==> config.mk <==
export PLATFORM = sky130hd
export DESIGN_NAME = bcd2bin_seq
export DESIGN_NICKNAME = d
export VERILOG_FILES = /design/src/rtl/bcd2bin_seq.sv
export SDC_FILE = /design/constraint.sdc
export NUM_CORES = 1
export LEC_CHECK = 0
export BUFFER_PORTS_ARGS = -buffer_cell sky130_fd_sc_hd__clkbuf_2
export CAP_MARGIN = 25
export CORE_MARGIN = 3
export CORE_UTILIZATION = 35
export DETAILED_ROUTE_END_ITERATION = 8
export PLACE_DENSITY = 0.6
export RECOVER_POWER = 25
export SYNTH_ARGS = -nofsm -noshare
export SYNTH_HDL_FRONTEND = slang
export SYNTH_SLANG_ARGS = --single-unit
==> constraint.sdc <==
create_clock -name clk -period 1.9 [get_ports clk]
set_input_delay 0.095 -clock clk [delete_from_list [all_inputs] [get_ports clk]]
set_output_delay 0.095 -clock clk [all_outputs]
set_load 0.005 [all_outputs]
==> src/rtl/bcd2bin_seq.sv <==
// Sequential BCD-to-binary converter (reverse double-dabble), one shift-and-correct step per clock.
// Optional macro BCD2BIN_CHECK_EN rejects operands holding a digit above 9 with a one-cycle error completion.
module bcd2bin_seq #(
    parameter int DIGITS = 4,
    parameter int BIN_W  = 14
) (
    input  logic                clk,
    input  logic                rst_n,
    input  logic                start,
    input  logic [4*DIGITS-1:0] bcd_in,
    output logic                busy,
    output logic                done,
    output logic [BIN_W-1:0]    bin_out,
    output logic                err
);
    localparam int BCD_W = 4 * DIGITS;
    localparam int CNT_W = $clog2(BIN_W + 1);
    localparam logic [CNT_W-1:0] LAST = CNT_W'(BIN_W - 1);

    typedef enum logic {IDLE, CONV} state_t;

    state_t           state;
    logic [CNT_W-1:0] cnt;
    logic [BCD_W-1:0] bcd;
    logic [BIN_W-1:0] bin;

    logic [BCD_W-1:0] bcd_sh;
    logic [BIN_W-1:0] bin_sh;
    logic             bad;

    // Each digit that reached 8 or more after the halving step held an odd tens carry; pull it back by 3.
    function automatic logic [BCD_W-1:0] fix_digits(input logic [BCD_W-1:0] v);
        logic [BCD_W-1:0] r;
        r = v;
        for (int i = 0; i < DIGITS; i++) begin
            if (v[4*i +: 4] >= 4'd8)
                r[4*i +: 4] = v[4*i +: 4] - 4'd3;
        end
        return r;
    endfunction

    function automatic logic has_bad_digit(input logic [BCD_W-1:0] v);
        logic any;
        any = 1'b0;
        for (int i = 0; i < DIGITS; i++) begin
            if (v[4*i +: 4] > 4'd9)
                any = 1'b1;
        end
        return any;
    endfunction

    assign {bcd_sh, bin_sh} = {1'b0, bcd, bin[BIN_W-1:1]};

`ifdef BCD2BIN_CHECK_EN
    assign bad = has_bad_digit(bcd_in);
`else
    assign bad = 1'b0;
`endif

    always_ff @(posedge clk or negedge rst_n) begin
        if (!rst_n) begin
            state   <= IDLE;
            cnt     <= '0;
            bcd     <= '0;
            bin     <= '0;
            busy    <= 1'b0;
            done    <= 1'b0;
            bin_out <= '0;
            err     <= 1'b0;
        end else begin
            done <= 1'b0;
            case (state)
                IDLE: begin
                    if (start) begin
                        if (bad) begin
                            done    <= 1'b1;
                            err     <= 1'b1;
                            bin_out <= '0;
                        end else begin
                            bcd   <= bcd_in;
                            bin   <= '0;
                            cnt   <= '0;
                            err   <= 1'b0;
                            busy  <= 1'b1;
                            state <= CONV;
                        end
                    end
                end
                CONV: begin
                    bcd <= fix_digits(bcd_sh);
                    bin <= bin_sh;
                    cnt <= cnt + 1'b1;
                    if (cnt == LAST) begin
                        bin_out <= bin_sh;
                        done    <= 1'b1;
                        busy    <= 1'b0;
                        state   <= IDLE;
                    end
                end
                default: state <= IDLE;
            endcase
        end
    end
endmodule

==> reports/metrics.yaml, run 1 <==
post-place-cells: 326
hp-class: "in2reg"
cts.htree.levels: 2
timing.rr.end: "bin_out[13]$_DFFE_PN0P_"
timing_max_transition_violations_final: 0
path_class: "reg2reg"
worst-endpoint-arrival_ns: 1.60
max_clock_freq_ghz: 0.715
critPathRequiredTime_ns: 2.10
initial_antenna_violation_count: 0
synth_async_sr_flop_share: 1.00
synth-seq-cells: 50
area.sequential_sq_um: 1250
detailed_place_hpwl_um: 2930
leakage_power_nw: 1.37
power.density_nw_per_um2: 1480
crit_path_setup_slack_layout_ns: 0.501
layout-drive-gt1-share: 0.181
placed_cell_area_sq_um: 2500
worst-slew-pin-transition_ns: 1.22
rrSetupSlack_ns: 0.50
grt_overflow_total: 0
drt_pass1_iterations: 6
rows: 28
finalNonFillerCells: 335
timing.max_cap.violations: 0
vdd_ir_drop_max_mv: 0.606
ant_nets: 0
report.power.total_mw: 3.85
finalSetupViolations: 0
mostFrequentLayoutCells: "69 x nand2_1, 50 x dfrtp_1, 30 x clkbuf_2"
outcome: "finished clean"
cp_num_buf_inv: 2
place.port_buffers: 34
track_usage: 0.130
holdBufCountCts: 1
clock_latency_ns: 0.30
final_cell_area_sq_um: 2600
layout.cells.most_common: "nand2_1"
period_needed_ns: 1.40
drt-initial-drc-count: 82
pin_count: 36
clock_skew_ns: 0.00496
mappedNetlistArea_sq_um: 2260
final_core_utilization: 0.426
cts_inserted_buffers: 5
multiInputGateArea_sq_um: 905
core_region_area_sq_um: 6100
critPathCaptureType: "flip-flop"
final_net_count: 286
hold_depth: 3
synthFlopType: "dfrtp_1"
pre_cts_ws_ns: 0.486
synthesis.nets: 250
vias_per_cell: 4.70
path_max_fanout: 18
floorplan.die_area_sq_um: 7450
worst_hold_slack_ns: 0.0329
vias_in_the_first_global_route: 1606
reg2regPathDepth: 5
netlist_instances: 223
num_antenna_cells: 0
drt_drc_violations_left: 0
fillers: 624
number_of_flops_mapped_to_enable_cells_by_yosys: 0
timing.critical_path.cells: "buf_4, nand4_2, buf_4, nand2_1, nand2_1"
syn_avg_cell_area_sq_um: 10.1
hold-path-endpoint: "bcd[15]$_DFFE_PN0P_"
fp.dieH_um: 86.3
area.growth.synth_to_final_pct: 15.0
route.vias.total: 1576
reg2reg_from: "state$_DFF_PN0_"
clk_tree_root_cell: "clkbuf_8"
die_width_um: 86.3
worst_setup_hold_path_clk_slew_ns: 0.09
maximum_number_of_pins_on_one_net_before_global_route_repair: 51
cpMaxStageDelayCell: "dfrtp_1"
cpLargestDelayFamily: "flip-flops"
cts_num_sinks: 50
synth-seq-area-share: 0.554
hold_path_startpoint: "bcd_in[15]"
finalWeightedCongestion: 0.756
final-hold-violation-count: 0
yosys_warnings: 0
rsz0062_at_grt: "false"
cts_resized: 0
wire_per_inst_um: 13.0
worst_setup_start_kind: "flip-flop"
initial_core_util: 0.370
drt-total-wl_um: 4340
wire_length_of_the_first_global_routing_pass_um: 7700
setup_tns_ns: 0
cts_tree: "built"
library_cells_used_by_synthesis: 26
postCtsSetupBuffers: 0
max-slew-margin-rel: 0.189
period_share: 0.736
crit_path_max_incr_delay_ns: 0.53
clk_path_buf_depth: 2
==> worst min-delay path: stages <==
cell and delay (ns):
clkbuf_2 0.08, mux2i_1 0.06, nor2_1 0.07
==> synthesized netlist by cell type (2+ instances only) <==
library cell / number / share of area
mux2i_1: 13 / 0.058
a22o_1: 8 / 0.031
buf_2: 8 / 0.018
dfrtp_1: 50 / 0.55
a21oi_1: 10 / 0.022
nor2b_1: 3 / 0.0083
nand2_1: 69 / 0.11
xor2_1: 4 / 0.016
o22ai_1: 4 / 0.011
xnor2_1: 4 / 0.016
nor2_1: 4 / 0.0066
inv_1: 8 / 0.013
ha_1: 8 / 0.044
o21ai_1: 6 / 0.013
nand3_1: 2 / 0.0044
o21ai_0: 7 / 0.016
o211a_1: 6 / 0.027
==> power by group <==
part	switching, mW	leakage (nW)	internal (mW)
logic	0.638	0.692	0.639
registers	0.394	0.635	1.51
clock network	0.364	0.0478	0.300
==> registers in the layout (all words and copies together), names as in the netlist <==
name / flops
bcd: 16
bin: 13
bin_out: 14
busy: 1
cnt: 4
done: 1
state: 1
==> final cells by class <==
type                    instances  share of cell area
multi-input cells             152               0.348
clock inverters                 2             0.00627
flip-flops and latches         50               0.482
clock buffers                   6              0.0318
repair buffers                 40              0.0805
inverters                      10              0.0149
well taps                      75              0.0361
==> routing by layer <==
metal	vias to the layer above	track usage	wire (um)
li1	804	-	-
met5	-	0	0
met4	0	0.0382	46
met2	36	0.214	1960
met1	731	0.169	2110
met3	5	0.0314	224
==> worst max path at each step <==
stage	end	slack [ns]	cells past startpoint	start
3_5_place_dp	bin_out[13]$_DFFE_PN0P_	0.49	5	state$_DFF_PN0_
6_report	bin_out[13]$_DFFE_PN0P_	0.50	5	state$_DFF_PN0_
5_1_grt	bin[12]$_DFFE_PN0P_	0.23	3	rst_n
3_3_place_gp	bin_out[7]$_DFFE_PN0P_	0.53	5	state$_DFF_PN0_
2_1_floorplan	bin_out[0]$_DFFE_PN0P_	0.69	6	cnt[0]$_DFFE_PN0P_
4_1_cts	bin_out[9]$_DFFE_PN0P_	0.46	5	state$_DFF_PN0_
==> cell families (layout without fill, tap and decap cells) <==
| family | count (synthesis) | count (layout) | synth area share |
|---|---|---|---|
| adder cells (fa/ha/maj) | 8 | 8 | 0.0443 |
| other | 1 | 1 | 0.00166 |
| AND/OR/NAND/NOR | 80 | 80 | 0.142 |
| flip-flops | 50 | 50 | 0.554 |
| buffers and inverters | 21 | 58 | 0.0449 |
| AO/OA/AOI/OAI | 42 | 42 | 0.124 |
| XOR/XNOR | 8 | 8 | 0.0310 |
| multiplexers | 13 | 13 | 0.0576 |
Note: power is estimated with default switching activity, not from simulation.
==> run 2: changes to the inputs <==
--- a/config.mk
+++ b/config.mk
@@ -5,12 +5,13 @@
 export SDC_FILE = /design/constraint.sdc
 export NUM_CORES = 1
 export LEC_CHECK = 0
+export ABC_AREA = 1
 export BUFFER_PORTS_ARGS = -buffer_cell sky130_fd_sc_hd__clkbuf_2
 export CAP_MARGIN = 25
 export CORE_MARGIN = 3
 export CORE_UTILIZATION = 35
 export DETAILED_ROUTE_END_ITERATION = 8
-export PLACE_DENSITY = 0.6
+export PLACE_DENSITY = 0.62
 export RECOVER_POWER = 25
 export SYNTH_ARGS = -nofsm -noshare
 export SYNTH_HDL_FRONTEND = slang
==> constraint.sdc (replaced) <==
create_clock -name clk -period 1.25 [get_ports clk]
set_input_delay 0.0625 -clock clk [delete_from_list [all_inputs] [get_ports clk]]
set_output_delay 0.0625 -clock clk [all_outputs]
set_load 0.005 [all_outputs]
==> run 2 against run 1 <==
The flow now finishes with violations (negative hold slack). Utilization rose by 2.9 points. Combinational power rose by 130%. Final area rose by 12%. Wire length rose by 10%. Clock-buffer cell count fell by 1. Maximum frequency rose by 17%. Setup slack got worse by 0.44 ns. Largest power group is now combinational logic. Highest routed layer unchanged.
==> reports/metrics.yaml, run 2 <==
pin_count: 36  # unchanged
synth_async_sr_flop_share: 1.00  # unchanged
drt_drc_violations_left: 0  # unchanged
drt-total-wl_um: 4790  # was 4340 um
timing.rr.end: "bin_out[11]$_DFFE_PN0P_"  # was bin_out[13]$_DFFE_PN0P_
maximum_number_of_pins_on_one_net_before_global_route_repair: 20  # was 51
cts_num_sinks: 50  # unchanged
finalWeightedCongestion: 0.791  # was 0.756
num_antenna_cells: 0  # unchanged
hold_depth: 3  # unchanged
vdd_ir_drop_max_mv: 0.917  # was 0.606 mV
grt_overflow_total: 0  # unchanged
rows: 29  # was 28
synth-seq-area-share: 0.541  # was 0.554
hold_path_startpoint: "bcd_in[12]"  # was bcd_in[15]
final-hold-violation-count: 2  # was 0
wire_per_inst_um: 12.3  # was 13.0 um
wire_length_of_the_first_global_routing_pass_um: 8080  # was 7700 um
leakage_power_nw: 1.46  # was 1.37 nW
timing_max_transition_violations_final: 0  # unchanged
outcome: "complete, but fails checks"  # was finished clean
worst_hold_slack_ns: -0.00493  # was 0.0329 ns
synth-seq-cells: 50  # unchanged
failed_checks: "negative hold slack"
floorplan.die_area_sq_um: 7630  # was 7450 sq um
synthFlopType: "dfrtp_1"  # unchanged
largest_register_ffs: 16  # unchanged
worst_setup_start_kind: "flip-flop"  # unchanged
number_of_flops_mapped_to_enable_cells_by_yosys: 0  # unchanged
clock_skew_ns: 0.00501  # was 0.00496 ns
period_needed_ns: 1.19  # was 1.40 ns
path_class: "reg2reg"  # unchanged
syn_avg_cell_area_sq_um: 9.08  # was 10.1 sq um
rsz0062_at_grt: "true"  # was false
cts_tree: "built"  # unchanged
cts.htree.levels: 2  # unchanged
track_usage: 0.134  # was 0.130
initial_antenna_violation_count: 0  # unchanged
hold-path-endpoint: "bcd[12]$_DFFE_PN0P_"  # was bcd[15]$_DFFE_PN0P_
reg2regPathDepth: 7  # was 5
area.growth.synth_to_final_pct: 25.6  # was 15.0%
critPathCaptureType: "flip-flop"  # unchanged
yosys_warnings: 0  # unchanged
critPathRequiredTime_ns: 1.49  # was 2.10 ns
rrSetupSlack_ns: 0.06  # was 0.50 ns
die_width_um: 87.3  # was 86.3 um
layout-drive-gt1-share: 0.272  # was 0.181
path_max_fanout: 9  # was 18
layout.cells.most_common: "nand2_1"  # unchanged
netlist_instances: 255  # was 223
register_ranked_first_by_flip_flop_count: "bcd"  # unchanged
power.density_nw_per_um2: 2370  # was 1480 nW/um^2
place.port_buffers: 34  # unchanged
max_clock_freq_ghz: 0.838  # was 0.715 GHz
mappedNetlistArea_sq_um: 2310  # was 2260 sq um
timing.max_cap.violations: 0  # unchanged
final_net_count: 339  # was 286
leading_post_synthesis_cells_by_instance_count: "62 x nand2_1, 50 x dfrtp_1, 33 x inv_1, 20 x nor2_1, 17 x nand3_1"  # was 69 x nand2_1, 50 x dfrtp_1, 13 x mux2i_1, 10 x a21oi_1
clk_path_buf_depth: 2  # unchanged
synth_largest_area_cell: "dfrtp_1"  # unchanged
vias_per_cell: 4.67  # was 4.70
hp-class: "in2reg"  # unchanged
clk_tree_root_cell: "clkbuf_8"  # unchanged
netlist_top_cells_area: "dfrtp_1 54%, nand2_1 10%, inv_1 5.4%, ha_1 4.3%, nand3_1 3.7%"  # was dfrtp_1 55%, nand2_1 11%, mux2i_1 5.8%, ha_1 4.4%, a22o_1 3.1%
vias_in_the_first_global_route: 1779  # was 1606
worst_setup_hold_path_clk_slew_ns: 0.09  # about the same
worst-endpoint-arrival_ns: 1.43  # was 1.60 ns
route.vias.total: 1820  # was 1576
finalSetupViolations: 0  # unchanged
library_cells_used_by_synthesis: 23  # was 26
ant_nets: 0  # unchanged
clock_latency_ns: 0.31  # was 0.30 ns
yosysTopAreaCellShare: 0.541  # was 0.554
mostFrequentLayoutCells: "61 x nand2_1, 50 x dfrtp_1, 36 x clkbuf_2"  # was 69 x nand2_1, 50 x dfrtp_1, 30 x clkbuf_2
synthMostInstantiatedCell: "nand2_1"  # unchanged
final_core_utilization: 0.455  # was 0.426
reg2reg_from: "cnt[1]$_DFFE_PN0P_"  # was state$_DFF_PN0_
period_share: 0.954  # was 0.736
drt-initial-drc-count: 115  # was 82
detailed_place_hpwl_um: 3220  # was 2930 um
cts_inserted_buffers: 5  # unchanged
fillers: 638  # was 624
core_region_area_sq_um: 6390  # was 6100 sq um
synthesis.nets: 282  # was 250
fp.dieH_um: 87.3  # was 86.3 um
biggestRegsByFlops: "bcd x16, bin_out x14, bin x13"  # unchanged
drt_pass1_iterations: 4  # was 6
initial_core_util: 0.362  # was 0.370
==> run 2: worst max-delay path by stage <==
| stage | from | to |
|---|---|---|
| after global routing | cnt[1]$_DFFE_PN0P_ | bin_out[9]$_DFFE_PN0P_ |
| after global placement | state$_DFF_PN0_ | bcd[9]$_DFFE_PN0P_ |
| after floorplan | cnt[0]$_DFFE_PN0P_ | bin_out[10]$_DFFE_PN0P_ |
| after CTS | cnt[1]$_DFFE_PN0P_ | bin_out[11]$_DFFE_PN0P_ |
| after detailed placement | cnt[1]$_DFFE_PN0P_ | bin_out[1]$_DFFE_PN0P_ |
| final | cnt[1]$_DFFE_PN0P_ | bin_out[11]$_DFFE_PN0P_ |
==> run 2: repair_timing <==
action / CTS / global route
buffers inserted: 5 / 2
resized for setup: 9 / 10
setup endpoints to repair: 9 / 24
cloned: 1 / 1
endpoints found under the hold margin: 23 / 0
hold buffers: 8 / 0
pin swaps: 1 / 2
==> run 2: area by class of cell <==
| class | count | area [sq um] | share of cell area |
|---|---|---|---|
| Clock buffer | 5 | 68.8 | 0.0237 |
| Sequential cell | 50 | 1250 | 0.430 |
| Multi-Input combinational cell | 160 | 905 | 0.311 |
| Timing Repair Buffer | 59 | 404 | 0.139 |
| Clock inverter | 3 | 47.5 | 0.0164 |
| Inverter | 36 | 135 | 0.0465 |
| Tap cell | 77 | 96.3 | 0.0331 |
==> run 2: worst max-delay path, cell delays in order (launching register included) <==
cell,delay [ns]
dfrtp_1,0.40
inv_2,0.08
ha_4,0.13
nand2_4,0.05
nor2_4,0.15
buf_6,0.16
nor2_1,0.05
a21oi_1,0.11
==> run 2: metal layers <==
metal / vias up / wire length (um) / share of wire / track usage
met5: - / 0 / 0 / 0
met4: 0 / 59 / 0.012 / 0.0404
met3: 8 / 148 / 0.031 / 0.0293
met2: 24 / 2310 / 0.48 / 0.215
met1: 856 / 2270 / 0.47 / 0.182
li1: 932 / - / - / -
==> run 2: cells by family (layout without fill, tap and decap cells) <==
logic type,Yosys count,after routing,share of synthesized area
other cells,1,1,0.00162
flops,50,50,0.541
compound gates,43,43,0.118
fa+ha+maj,8,8,0.0432
buf+inv,46,103,0.0946
simple gates,107,108,0.202
==> run 2: stage by stage <==
step | instance area (sq um) | setup WS (ns) | power [mW] | setup TNS, ns | cells
2_1_floorplan | 2310 | 0.0961 | 4.60 | 0 | 255
3_3_place_gp | 2640 | 0.0685 | 5.38 | 0 | 368
3_5_place_dp | 2640 | 0.00543 | 5.47 | 0 | 368
4_1_cts | 2930 | -0.0218 | 6.88 | -0.0651 | 390
5_1_grt | 2910 | -0.0490 | 7.51 | -0.134 | 390
6_report | 2910 | 0.0573 | 6.89 | 0 | 390
==> run 2: report_power, final <==
part | switching, mW | internal [mW]
registers | 0.454 | 2.36
clock network | 0.562 | 0.607
logic | 1.60 | 1.30
total | 2.62 | 4.27
